==> src/rtl/digit_scan_sequencer_pkg.sv <==
// Shared definitions for the digit scan sequencer: FSM state encodings and digit geometry.
package digit_scan_sequencer_pkg;

  localparam int NUM_DIGITS = 4;
  localparam int IDX_W      = 2;

  typedef enum logic [1:0] {
    S_IDLE   = 2'd0,
    S_ACTIVE = 2'd1,
    S_BLANK  = 2'd2
  } state_t;

endpackage

==> src/rtl/digit_scan_sequencer_next_sel.sv <==
// Combinational digit picker: next enabled digit above idx (wrapping), lowest enabled digit,
// wrap flag for frame accounting, and whether the current digit is still enabled.
module digit_next_sel
  import digit_scan_sequencer_pkg::*;
(
  input  logic [IDX_W-1:0]      idx,
  input  logic [NUM_DIGITS-1:0] mask,
  output logic [IDX_W-1:0]      nxt,
  output logic                  wrap,
  output logic [IDX_W-1:0]      first,
  output logic                  cur_valid
);

  // Scan offsets from far to near so the nearest enabled digit wins; offset 0 (== idx)
  // is the fallback when idx is the only enabled digit.
  always_comb begin
    logic [IDX_W-1:0] cand;
    nxt  = idx;
    cand = idx;
    for (int k = NUM_DIGITS - 1; k >= 1; k--) begin
      cand = idx + IDX_W'(k);
      if (mask[cand]) nxt = cand;
    end
  end

  always_comb begin
    first = '0;
    for (int i = NUM_DIGITS - 1; i >= 0; i--) begin
      if (mask[i]) first = IDX_W'(i);
    end
  end

  assign wrap      = (nxt <= idx);
  assign cur_valid = mask[idx];

endmodule

==> src/rtl/digit_scan_sequencer.sv <==
// Four-digit scan sequencer driving a 2-to-4 enabled decoder with digit/frame strobes.
// Define SCAN_BLANK_EN to insert BLANK_CYCLES of decoder-disable between digits.
module digit_scan_sequencer
  import digit_scan_sequencer_pkg::*;
#(
  parameter int TICK_DIV     = 100000,
  parameter int BLANK_CYCLES = 16,
  parameter int CNT_W        = 17
) (
  input  logic                  clk,
  input  logic                  rst_n,
  input  logic                  run,
  input  logic [NUM_DIGITS-1:0] digit_mask,
  output logic                  sel_a,
  output logic                  sel_b,
  output logic                  en,
  output logic                  digit_strobe,
  output logic                  frame_done
);

  state_t           state_q, state_d;
  logic [IDX_W-1:0] idx_q, idx_d;
  logic [CNT_W-1:0] cnt_q, cnt_d;
  logic             en_q, en_d;
  logic             strobe_q, strobe_d;
  logic             frame_q, frame_d;

  logic [IDX_W-1:0] nxt, first;
  logic             wrap, cur_valid, cnt_last;

  digit_next_sel u_next_sel (
    .idx       (idx_q),
    .mask      (digit_mask),
    .nxt       (nxt),
    .wrap      (wrap),
    .first     (first),
    .cur_valid (cur_valid)
  );

  assign cnt_last = (cnt_q == ((state_q == S_BLANK) ? CNT_W'(BLANK_CYCLES - 1)
                                                      : CNT_W'(TICK_DIV - 1)));

  // Outputs are registered copies of what the next state implies, so en/strobes
  // line up with the cycle in which the new state is live.
  always_comb begin
    state_d  = state_q;
    idx_d    = idx_q;
    cnt_d    = cnt_q;
    en_d     = 1'b0;
    strobe_d = 1'b0;
    frame_d  = 1'b0;
    if (!run || digit_mask == '0) begin
      state_d = S_IDLE;
      cnt_d   = '0;
    end else begin
      case (state_q)
        S_IDLE: begin
          state_d  = S_ACTIVE;
          idx_d    = first;
          cnt_d    = '0;
          en_d     = 1'b1;
          strobe_d = 1'b1;
        end
        S_ACTIVE: begin
          // A digit dropped from the mask is abandoned at once so en never shows it.
          if (cnt_last || !cur_valid) begin
            idx_d   = nxt;
            cnt_d   = '0;
            frame_d = wrap;
`ifdef SCAN_BLANK_EN
            state_d = S_BLANK;
`else
            en_d     = 1'b1;
            strobe_d = 1'b1;
`endif
          end else begin
            cnt_d = cnt_q + 1'b1;
            en_d  = 1'b1;
          end
        end
`ifdef SCAN_BLANK_EN
        S_BLANK: begin
          if (cnt_last) begin
            state_d  = S_ACTIVE;
            cnt_d    = '0;
            en_d     = 1'b1;
            strobe_d = 1'b1;
            if (!cur_valid) idx_d = nxt;
          end else begin
            cnt_d = cnt_q + 1'b1;
          end
        end
`endif
        default: begin
          state_d = S_IDLE;
          cnt_d   = '0;
        end
      endcase
    end
  end

  always_ff @(posedge clk or negedge rst_n) begin
    if (!rst_n) begin
      state_q  <= S_IDLE;
      idx_q    <= '0;
      cnt_q    <= '0;
      en_q     <= 1'b0;
      strobe_q <= 1'b0;
      frame_q  <= 1'b0;
    end else begin
      state_q  <= state_d;
      idx_q    <= idx_d;
      cnt_q    <= cnt_d;
      en_q     <= en_d;
      strobe_q <= strobe_d;
      frame_q  <= frame_d;
    end
  end

  assign sel_a        = idx_q[1];
  assign sel_b        = idx_q[0];
  assign en           = en_q;
  assign digit_strobe = strobe_q;
  assign frame_done   = frame_q;

endmodule

==> config.mk <==
export PLATFORM = sky130hd
export DESIGN_NAME = digit_scan_sequencer
export DESIGN_NICKNAME = d
export VERILOG_FILES = /design/src/rtl/digit_scan_sequencer_pkg.sv /design/src/rtl/digit_scan_sequencer_next_sel.sv /design/src/rtl/digit_scan_sequencer.sv
export SDC_FILE = /design/constraint.sdc
export NUM_CORES = 1
export LEC_CHECK = 0
export ABC_CLOCK_PERIOD_IN_PS = 1700
export CORE_ASPECT_RATIO = 0.8
export CORE_UTILIZATION = 39
export DETAILED_ROUTE_END_ITERATION = 6
export GPL_TIMING_DRIVEN = 0
export PLACE_DENSITY = 0.63
export SLEW_MARGIN = 20
export SYNTH_ARGS = -nofsm -noshare
export SYNTH_HDL_FRONTEND = slang
export SYNTH_SLANG_ARGS = --single-unit
export TNS_END_PERCENT = 1
==> constraint.sdc <==
create_clock -name clk -period 1.7 [get_ports clk]
set_input_delay 0.425 -clock clk [delete_from_list [all_inputs] [get_ports clk]]
set_output_delay 0.425 -clock clk [all_outputs]
set_load 0.005 [all_outputs]
== Word level (Yosys, flattened, before mapping) ==
Cells that the tools add are included.
Storage, ports and cells
  register bits after elaboration: 24
  bits of input ports: 7
  output and inout port bits: 5
  logic and storage cells: 61
Operators by class
  add/sub/neg operators: 4
  $lt $le $gt $ge: 5
  eq/ne operators: 5
  mux-type cells: 31
  bitwise gates (word level): 1
  reduce and logical (&&, ||, !) cells: 9
Operator list (count)
  two-way mux 17 bit: 4
  two-way mux 2 bit: 9
  adder 17 x 1 -> 17 bit (second input constant): 1
  equality test 17 bit: 1
  < comparator 2 x 3 -> 1 bit (second input constant): 4
  two-way mux 1 bit: 11
  binary-select mux 1 bit (select 2 bit): 4
  case mux 2 bit (2 select lines): 2
  adder 2 bit (second input constant): 2
  logical NOT 4 bit: 1
  inequality test 2 bit (second input constant): 2
  AND reduction 3 bit: 1
  adder 2 x 1 -> 2 bit (second input constant): 1
  equality test 2 x 1 -> 1 bit (second input constant): 1
  equality test 2 bit (second input constant): 1
  less-or-equal comparator 2 bit: 1
  logical NOT 1 bit: 2
  logical NOT 2 bit: 1
  logical OR 1 bit: 2
  case mux 1 bit (2 select lines): 1
  nonzero test 2 bit: 1
  OR reduction 2 bit: 1
  NOT 1 bit: 1

== Logic depth before layout (Yosys ltp) ==
Gate-level depths: netlist of the first run.
  depth in word-level cells: 10
  gate-level depth with buffers: 9

== Cells and area by module ==
A second synthesis of the first run with hierarchy kept.
Second synthesis, totals
  cell total of the unflattened synthesis: 138
  area total of the unflattened synthesis: 1353.8 µm²
By module, submodules not included
  digit_scan_sequencer: times used 1, cells each 116, area an instance 1174.9 µm², seq. area each 575.6 µm²
  digit_next_sel: times used 1, cells each 22, area an instance 178.9 µm², seq. area each 0.0 µm²

== Worst setup path before layout of the first run ==
OpenSTA, ideal clock, no wires.
  path type: register to register
  from: reg idx_q[0]
  to: reg frame_q (netlist: frame_done)
  setup time: 0.077 ns
  arrival: 1.589 ns
  required time: 1.623 ns
  slack: 0.034 ns
  stages on the path, launching flop included: 8
  path buffers: 0
  cells stage by stage: dfrtp_1 and2b_1 o31ai_1 ha_1 nor2b_1 o21ai_0 nand3_1 a21oi_1
On the way
  longest elaborated chain between the ends: 10
  elaborated cells between the ends (all ways): 20
  classes of those cells: add/sub: 3; order compare: 1; mux: 14; reduce/logical: 2
RTL lines
  start: declaration: line digit_scan_sequencer.sv:22  | logic [IDX_W-1:0] idx_q, idx_d;
  start signal: assignment: line digit_scan_sequencer.sv:112  | idx_q <= idx_d;
  adder 2 bit: line digit_scan_sequencer_next_sel.sv:21  | cand = idx + IDX_W'(k);
  binary-select mux 1 bit (select 2 bit): line digit_scan_sequencer_next_sel.sv:22  | if (mask[cand]) nxt = cand;
  two-way mux 1 bit (not written as such): line digit_scan_sequencer_next_sel.sv:22
  two-way mux 2 bit (3 in series): line digit_scan_sequencer_next_sel.sv:22
  less-or-equal comparator 2 bit: line digit_scan_sequencer_next_sel.sv:33  | assign wrap = (nxt <= idx);
  two-way mux 1 bit *: line digit_scan_sequencer.sv:66  | if (cnt_last || !cur_valid) begin
  two-way mux 1 bit *: line digit_scan_sequencer.sv:56  | case (state_q)
  two-way mux 1 bit *: line digit_scan_sequencer.sv:52  | if (!run || digit_mask == '0) begin
  via frame_d: line digit_scan_sequencer.sv:26  | logic frame_q, frame_d;
  end signal: assignment: line digit_scan_sequencer.sv:116  | frame_q <= frame_d;
  end: declaration: line digit_scan_sequencer.sv:26
The timed path passes the listed nets; every way through them passes the cells marked *. The select of a mux whose other input is x is not followed.
A chain may end at the register's enable or synchronous reset.

== Worst setup path in the final report of the first run ==
Ends and elaborated chain as after synthesis.

==> results.py, run 1 <==
metrics = {
    "floorplanning": {
        "die_area_sq_um": 3563,
        "ios": 12,
        "row_count": 18,
        "dieHeight_um": 53.59,
        "die_x_um": 66.49,
        "core_area_sq_um": 3131,
        "start_util_pct": 41.45,
    },
    "placed_design": {
        "dp.cells": 178,
        "dp_hpwl_um": 1704,
        "port_buffers": 11,
        "gp_congestion": 0.8015,
    },
    "cells_and_area": {
        "drive_gt1_share_pct": 29.53,
        "final_nets": 160,
        "area_growth_pct": 24.69,
        "n_antenna_cell": 0,
        "fin_cells": 189,
    },
    "power": {
        "p_leak_nw": 0.6628,
        "peakVddDrop_v": 0.0006987,
        "pwr_density_cell_nw_per_um2": 1012,
    },
    "synth": {
        "synthTopCellsByCount": "dfrtp_1 (23), nor2_1 (15), xor2_1 (11), nand2_1 (9), nand3_1 (8)",
        "yosys.area.top_type": "dfrtp_1",
        "ys_seq_elements": 23,
        "synth-edff-count": 0,
        "yosys.cell_types.count": 32,
        "syn-num-nets": 137,
        "synth_ff_type": "dfrtp_1",
        "yosys.area.top_type_share_pct": 44.36,
        "async_reset_ff_share_pct": 100.0,
        "ys.warnings.count": 0,
        "synth.area.top_cells": "dfrtp_1 (44%), xor2_1 (7.4%), nor2_1 (4.3%)",
        "ys_seq_area_share_pct": 44.36,
        "synth_area_sq_um": 1297,
        "synthMostInstantiatedCell": "dfrtp_1",
        "synthCells": 127,
        "syn_avg_cell_area_sq_um": 10.22,
    },
    "timing": {
        "tns_ns": 0,
        "fmax_ghz": 0.5920,
        "post-route-period-util_pct": 99.37,
        "relSlewSlack_pct": 65.50,
        "setup_viol": 0,
        "fin_skew_ns": 0.006769,
        "rsz0062_at_grt": "yes",
        "period_needed_ns": 1.689,
        "slew_viol_final": 0,
        "tightestPinTransition_ns": 0.5174,
        "hold_slack_ns": 0.1192,
        "hold_viol_final": 0,
    },
    "grt": {
        "grt_pass1_wl_um": 4036,
        "grt_max_degree": 24,
        "antenna_found_initial": 0,
        "overflow": 0,
        "track_usage_pct": 15.29,
        "grt_pass1_vias": 881,
    },
    "setup_path": {
        "crit_fanout": 5,
        "cp_data_required_time_ns": 1.90,
        "start_kind": "register",
        "r2r-end": "frame_done",
        "max_stage_delay_ns": 0.40,
        "crit_end": "frame_done",
        "worstSetupPathDepth": 7,
        "ff2ff_setup_slack_ns": 0.01,
        "timing.rr.start": "idx_q[0]",
        "arrival_ns": 1.89,
        "slowest_stage": "dfrtp_2",
        "reg2regPathDepth": 7,
        "startpoint": "idx_q[0]",
        "cp-end-kind": "register",
        "cp_top_family": "compound AO/OA/AOI/OAI gates",
        "crit_type": "reg -> reg",
        "crit_chain": "and2b_1 > o31ai_4 > ha_4 > nor2b_4 > o21ai_1 > nand3_1 > a21oi_2",
        "crit_buf_inv": 0,
    },
    "job": {
        "maxCapViolCount": 0,
    },
    "cts": {
        "clkTransAtPathRegs_ns": 0.09,
        "cts_tree": "done",
        "cts.sinks": 23,
        "cts_buffers": 3,
        "h-tree-depth": 1,
        "holdBufCountCts": 0,
        "clkLatencyLatePin_ns": 0.27,
        "cts_root_buffer": "clkbuf_8",
        "clock_path_buffers": 2,
    },
    "run_status": {
        "status": "completed",
    },
    "drt": {
        "wl_per_cell_um": 13.60,
        "avgViaCountPerCell": 5.138,
        "drt_first_iter_violations": 28,
        "drt-total-wl_um": 2570,
        "drc": 0,
        "ant_nets": 0,
        "vias": 971,
        "dr.pass1.iters": 4,
    },
    "min_path": {
        "hp-class": "in -> async",
    },
}
==> flip-flops by register name, indices dropped and copies added, names as in the netlist <==
register,count
idx_q,2
state_q,1
digit_strobe,1
cnt_q,17
frame_done,1
en,1
==> timing repair <==
item	CTS	global route
setup buffers	4	3
setup endpoints to repair	15	15
cloned	0	0
resized for setup	18	10
pin swaps	4	6
==> worst min path at each step <==
| stage | depth (start not counted) | end | slack (ns) | start |
|---|---|---|---|---|
| after detailed placement | 1 | cnt_q[0] | 0.49 | cnt_q[0] |
| after global routing | 1 | cnt_q[7] | 0.15 | rst_n |
| final | 1 | cnt_q[7] | 0.12 | rst_n |
| after CTS | 1 | cnt_q[0] | 0.51 | cnt_q[0] |
| after global placement | 1 | cnt_q[0] | 0.48 | cnt_q[0] |
| after floorplan | 0 | cnt_q[0] | 0.13 | rst_n |
==> report_power, final <==
group / leakage (nW) / total (mW) / internal (mW) / switching [mW]
Combinational: 0.328 / 0.652 / 0.362 / 0.290
Clock: 0.0255 / 0.346 / 0.164 / 0.183
Sequential: 0.309 / 0.639 / 0.592 / 0.0471
Total: 0.663 / 1.64 / 1.12 / 0.520
==> logic make-up (layout without fill, tap and decap cells) <==
kind of cell / count (synthesis) / after routing / synth area share [%]
buf+inv: 5 / 27 / 2.700
fa+ha+maj: 3 / 3 / 2.893
flops: 23 / 23 / 44.36
mux: 3 / 3 / 3.279
xor+xnor: 15 / 15 / 10.12
simple gates: 65 / 65 / 29.12
compound gates: 13 / 13 / 7.523
==> per-layer routing <==
layer	up-vias	GRT usage [%]	wire length (um)
met5	-	0	0
met4	0	2.128	21
met3	4	5.297	62
met2	12	24.83	1187
met1	475	20.23	1299
li1	480	-	-
==> area by class of cell <==
class	count	area, sq um
Sequential cell	23	578.1
Inverter	4	15.01
Multi-Input combinational cell	99	754.5
Fill cell	276	1513
Tap cell	40	50.05
Timing Repair Buffer	18	153.9
Buffer	1	20.02
Clock buffer	3	41.29
Clock inverter	1	5.005
==> cell usage in the layout, fill, tap and decap left out, types with 2 or more instances in the layout <==
cell              n
nor2_1           13
nand2_1           9
mux2i_1           2
and3_1            3
and2b_1           2
a21oi_2           2
buf_4             7
nor2b_4           2
a21oi_1           2
nand4_1           5
nor2_2            7
clkdlybuf4s50_1   5
nand3_1           8
nor2_4            5
xor2_1           11
dlygate4sd2_1     2
dfrtp_2           2
clkbuf_8          3
dfrtp_1          21
o21ai_1           2
xnor2_1           4
inv_1             4
nor3_1            3
==> metrics by stage <==
step	worst slack, ns	area, sq um	utilization [%]	total power, mW
finish	0.01067	1618	51.68	1.638
global route	-0.07692	1618	51.68	1.750
CTS	-0.01003	1568	50.08	1.502
detailed placement	-0.6936	1458	46.56	1.081
global placement	-0.6296	1458	46.56	1.074
floorplan	0.03399	1297	-	0.9228
Note: power is estimated with default switching activity, not from simulation.
==> run 2, diff against run 1 <==
--- a/config.mk
+++ b/config.mk
@@ -7,6 +7,7 @@
 export LEC_CHECK = 0
 export ABC_CLOCK_PERIOD_IN_PS = 1700
 export CORE_ASPECT_RATIO = 0.8
+export CORE_MARGIN = 8
 export CORE_UTILIZATION = 39
 export DETAILED_ROUTE_END_ITERATION = 6
 export GPL_TIMING_DRIVEN = 0
==> run 2 against run 1 <==
Effect of this change: the flow now finishes with violations (negative setup slack); clock power down 1%; sequential cell count is the same; worst hold slack got worse by 0.0029 ns; power fell by 4.2%; maximum frequency decreased by 7.1%; combinational power fell by 12%; die area increased by 53%; clock-buffer cell count unchanged; clock skew hardly changed; largest power group is now sequential cells.
==> results.py, run 2 (synthesis results as in run 1) <==
metrics = {
    "run_status": {
        "status": "finished with violations",
        "violations": "negative setup slack",
    },
    "timing": {
        "tns_ns": -0.2621,
        "rsz0062_at_grt": "yes",
        "slew_viol_final": 0,
        "post-route-period-util_pct": 106.9,
        "period_needed_ns": 1.818,
        "relSlewSlack_pct": 66.20,
        "fin_ws_ns": -0.1180,
        "hold_slack_ns": 0.1163,
        "hold_viol_final": 0,
        "fmax_ghz": 0.5501,
        "fin_skew_ns": 0.006374,
        "setup_viol": 4,
        "tightestPinTransition_ns": 0.5071,
    },
    "placed_design": {
        "post_dp_cell_area_sq_um": 1458,
        "dp.cells": 178,
        "place_worst_setup_slack_ns": -0.6435,
        "gp_congestion": 0.8195,
        "port_buffers": 11,
        "dp_hpwl_um": 1813,
    },
    "cells_and_area": {
        "final_area_sq_um": 1578,
        "fillCellCount": 303,
        "layout_common_cells": "dfrtp_1 (21), nor2_1 (13), xor2_1 (11)",
        "final_util_pct": 50.40,
        "top_regs": "cnt_q: 17 flops, idx_q: 2 flops",
        "drive_gt1_share_pct": 26.21,
        "largest_register_ffs": 17,
        "fin_cells": 185,
        "n_antenna_cell": 0,
        "area_growth_pct": 21.60,
        "final_nets": 156,
        "regMostFlops": "cnt_q",
        "final_common_cell": "dfrtp_1",
    },
    "cts": {
        "h-tree-depth": 1,
        "cts.sinks": 23,
        "cts_tree": "done",
        "clkLatencyLatePin_ns": 0.27,
        "cts_buffers": 3,
        "clock_path_buffers": 2,
        "clkTransAtPathRegs_ns": 0.09,
        "cts_root_buffer": "clkbuf_8",
        "holdBufCountCts": 0,
    },
    "grt": {
        "antenna_found_initial": 0,
        "track_usage_pct": 10.17,
        "grt_max_degree": 24,
        "overflow": 0,
        "grt_pass1_vias": 961,
        "grt_pass1_wl_um": 4457,
    },
    "floorplanning": {
        "ios": 12,
        "row_count": 18,
        "dieHeight_um": 67.59,
        "die_x_um": 80.49,
        "start_util_pct": 41.45,
        "die_area_sq_um": 5440,
        "core_area_sq_um": 3131,
    },
    "drt": {
        "wl_per_cell_um": 13.77,
        "ant_nets": 0,
        "avgViaCountPerCell": 5.049,
        "drt_first_iter_violations": 33,
        "vias": 934,
        "dr.pass1.iters": 4,
        "drt-total-wl_um": 2547,
        "drc": 0,
    },
    "setup_path": {
        "crit_fanout": 7,
        "crit_type": "reg -> reg",
        "cp-end-kind": "register",
        "cp_data_required_time_ns": 1.90,
        "start_kind": "register",
        "arrival_ns": 2.02,
    },
    "power": {
        "p_leak_nw": 0.6582,
        "finalPower_mw": 1.568,
        "pwr_density_cell_nw_per_um2": 993.9,
        "peakVddDrop_v": 0.0007004,
    },
    "min_path": {
        "hp-class": "in -> async",
    },
    "job": {
        "maxCapViolCount": 0,
    },
}
[run 2: critical path: stages (launching register included)]
cell	delay, ns
dfrtp_2	0.43
and2b_1	0.22
o21ai_2	0.20
o31ai_4	0.11
ha_1	0.34
nor2b_4	0.14
o21ai_2	0.14
nand3_2	0.09
a21oi_2	0.11
[run 2: cell type report]
type	count	area (sq um)	share of cell area, %
Multi-Input combinational cell	99	743.2	47.11
Inverter	4	15.01	0.9516
Sequential cell	23	578.1	36.64
Timing Repair Buffer	14	125.1	7.930
Tap cell	40	50.05	3.172
Buffer	1	20.02	1.269
Clock inverter	1	5.005	0.3172
Clock buffer	3	41.29	2.617
[run 2: final timing paths]
| check | from | cells after the start | endpoint | slack (ns) |
|---|---|---|---|---|
| max | idx_q[0] | 8 | frame_done | -0.12 |
| min | rst_n | 1 | cnt_q[7] | 0.12 |
| max reg2reg | idx_q[0] | 8 | frame_done | -0.12 |
| min reg2reg | cnt_q[0] | 1 | cnt_q[0] | 0.50 |
| max in group asynchronous | rst_n | 1 | idx_q[1] | 1.21 |
| min in group clk | cnt_q[0] | 1 | cnt_q[0] | 0.50 |
[run 2: metal layers]
layer / vias to the layer above / share of wire [%] / GRT usage [%]
li1: 472 / - / -
met1: 451 / 50 / 13.49
met2: 11 / 47 / 15.98
met3: 0 / 3.0 / 3.448
met4: 0 / 0 / 1.357
met5: - / 0 / 0
[run 2: where the power goes]
group          switching [mW]  internal [mW]  leakage (nW)
clock                   0.179          0.164        0.0255
combinational           0.271          0.303         0.323
sequential             0.0596          0.592         0.309
[run 2: timing repair]
| action | in CTS | in global routing |
|---|---|---|
| endpoints found under the setup margin | 15 | 16 |
| buffers inserted | 2 | 1 |
| resized for setup | 14 | 9 |
| pin swaps | 2 | 6 |
| cloned | 0 | 0 |
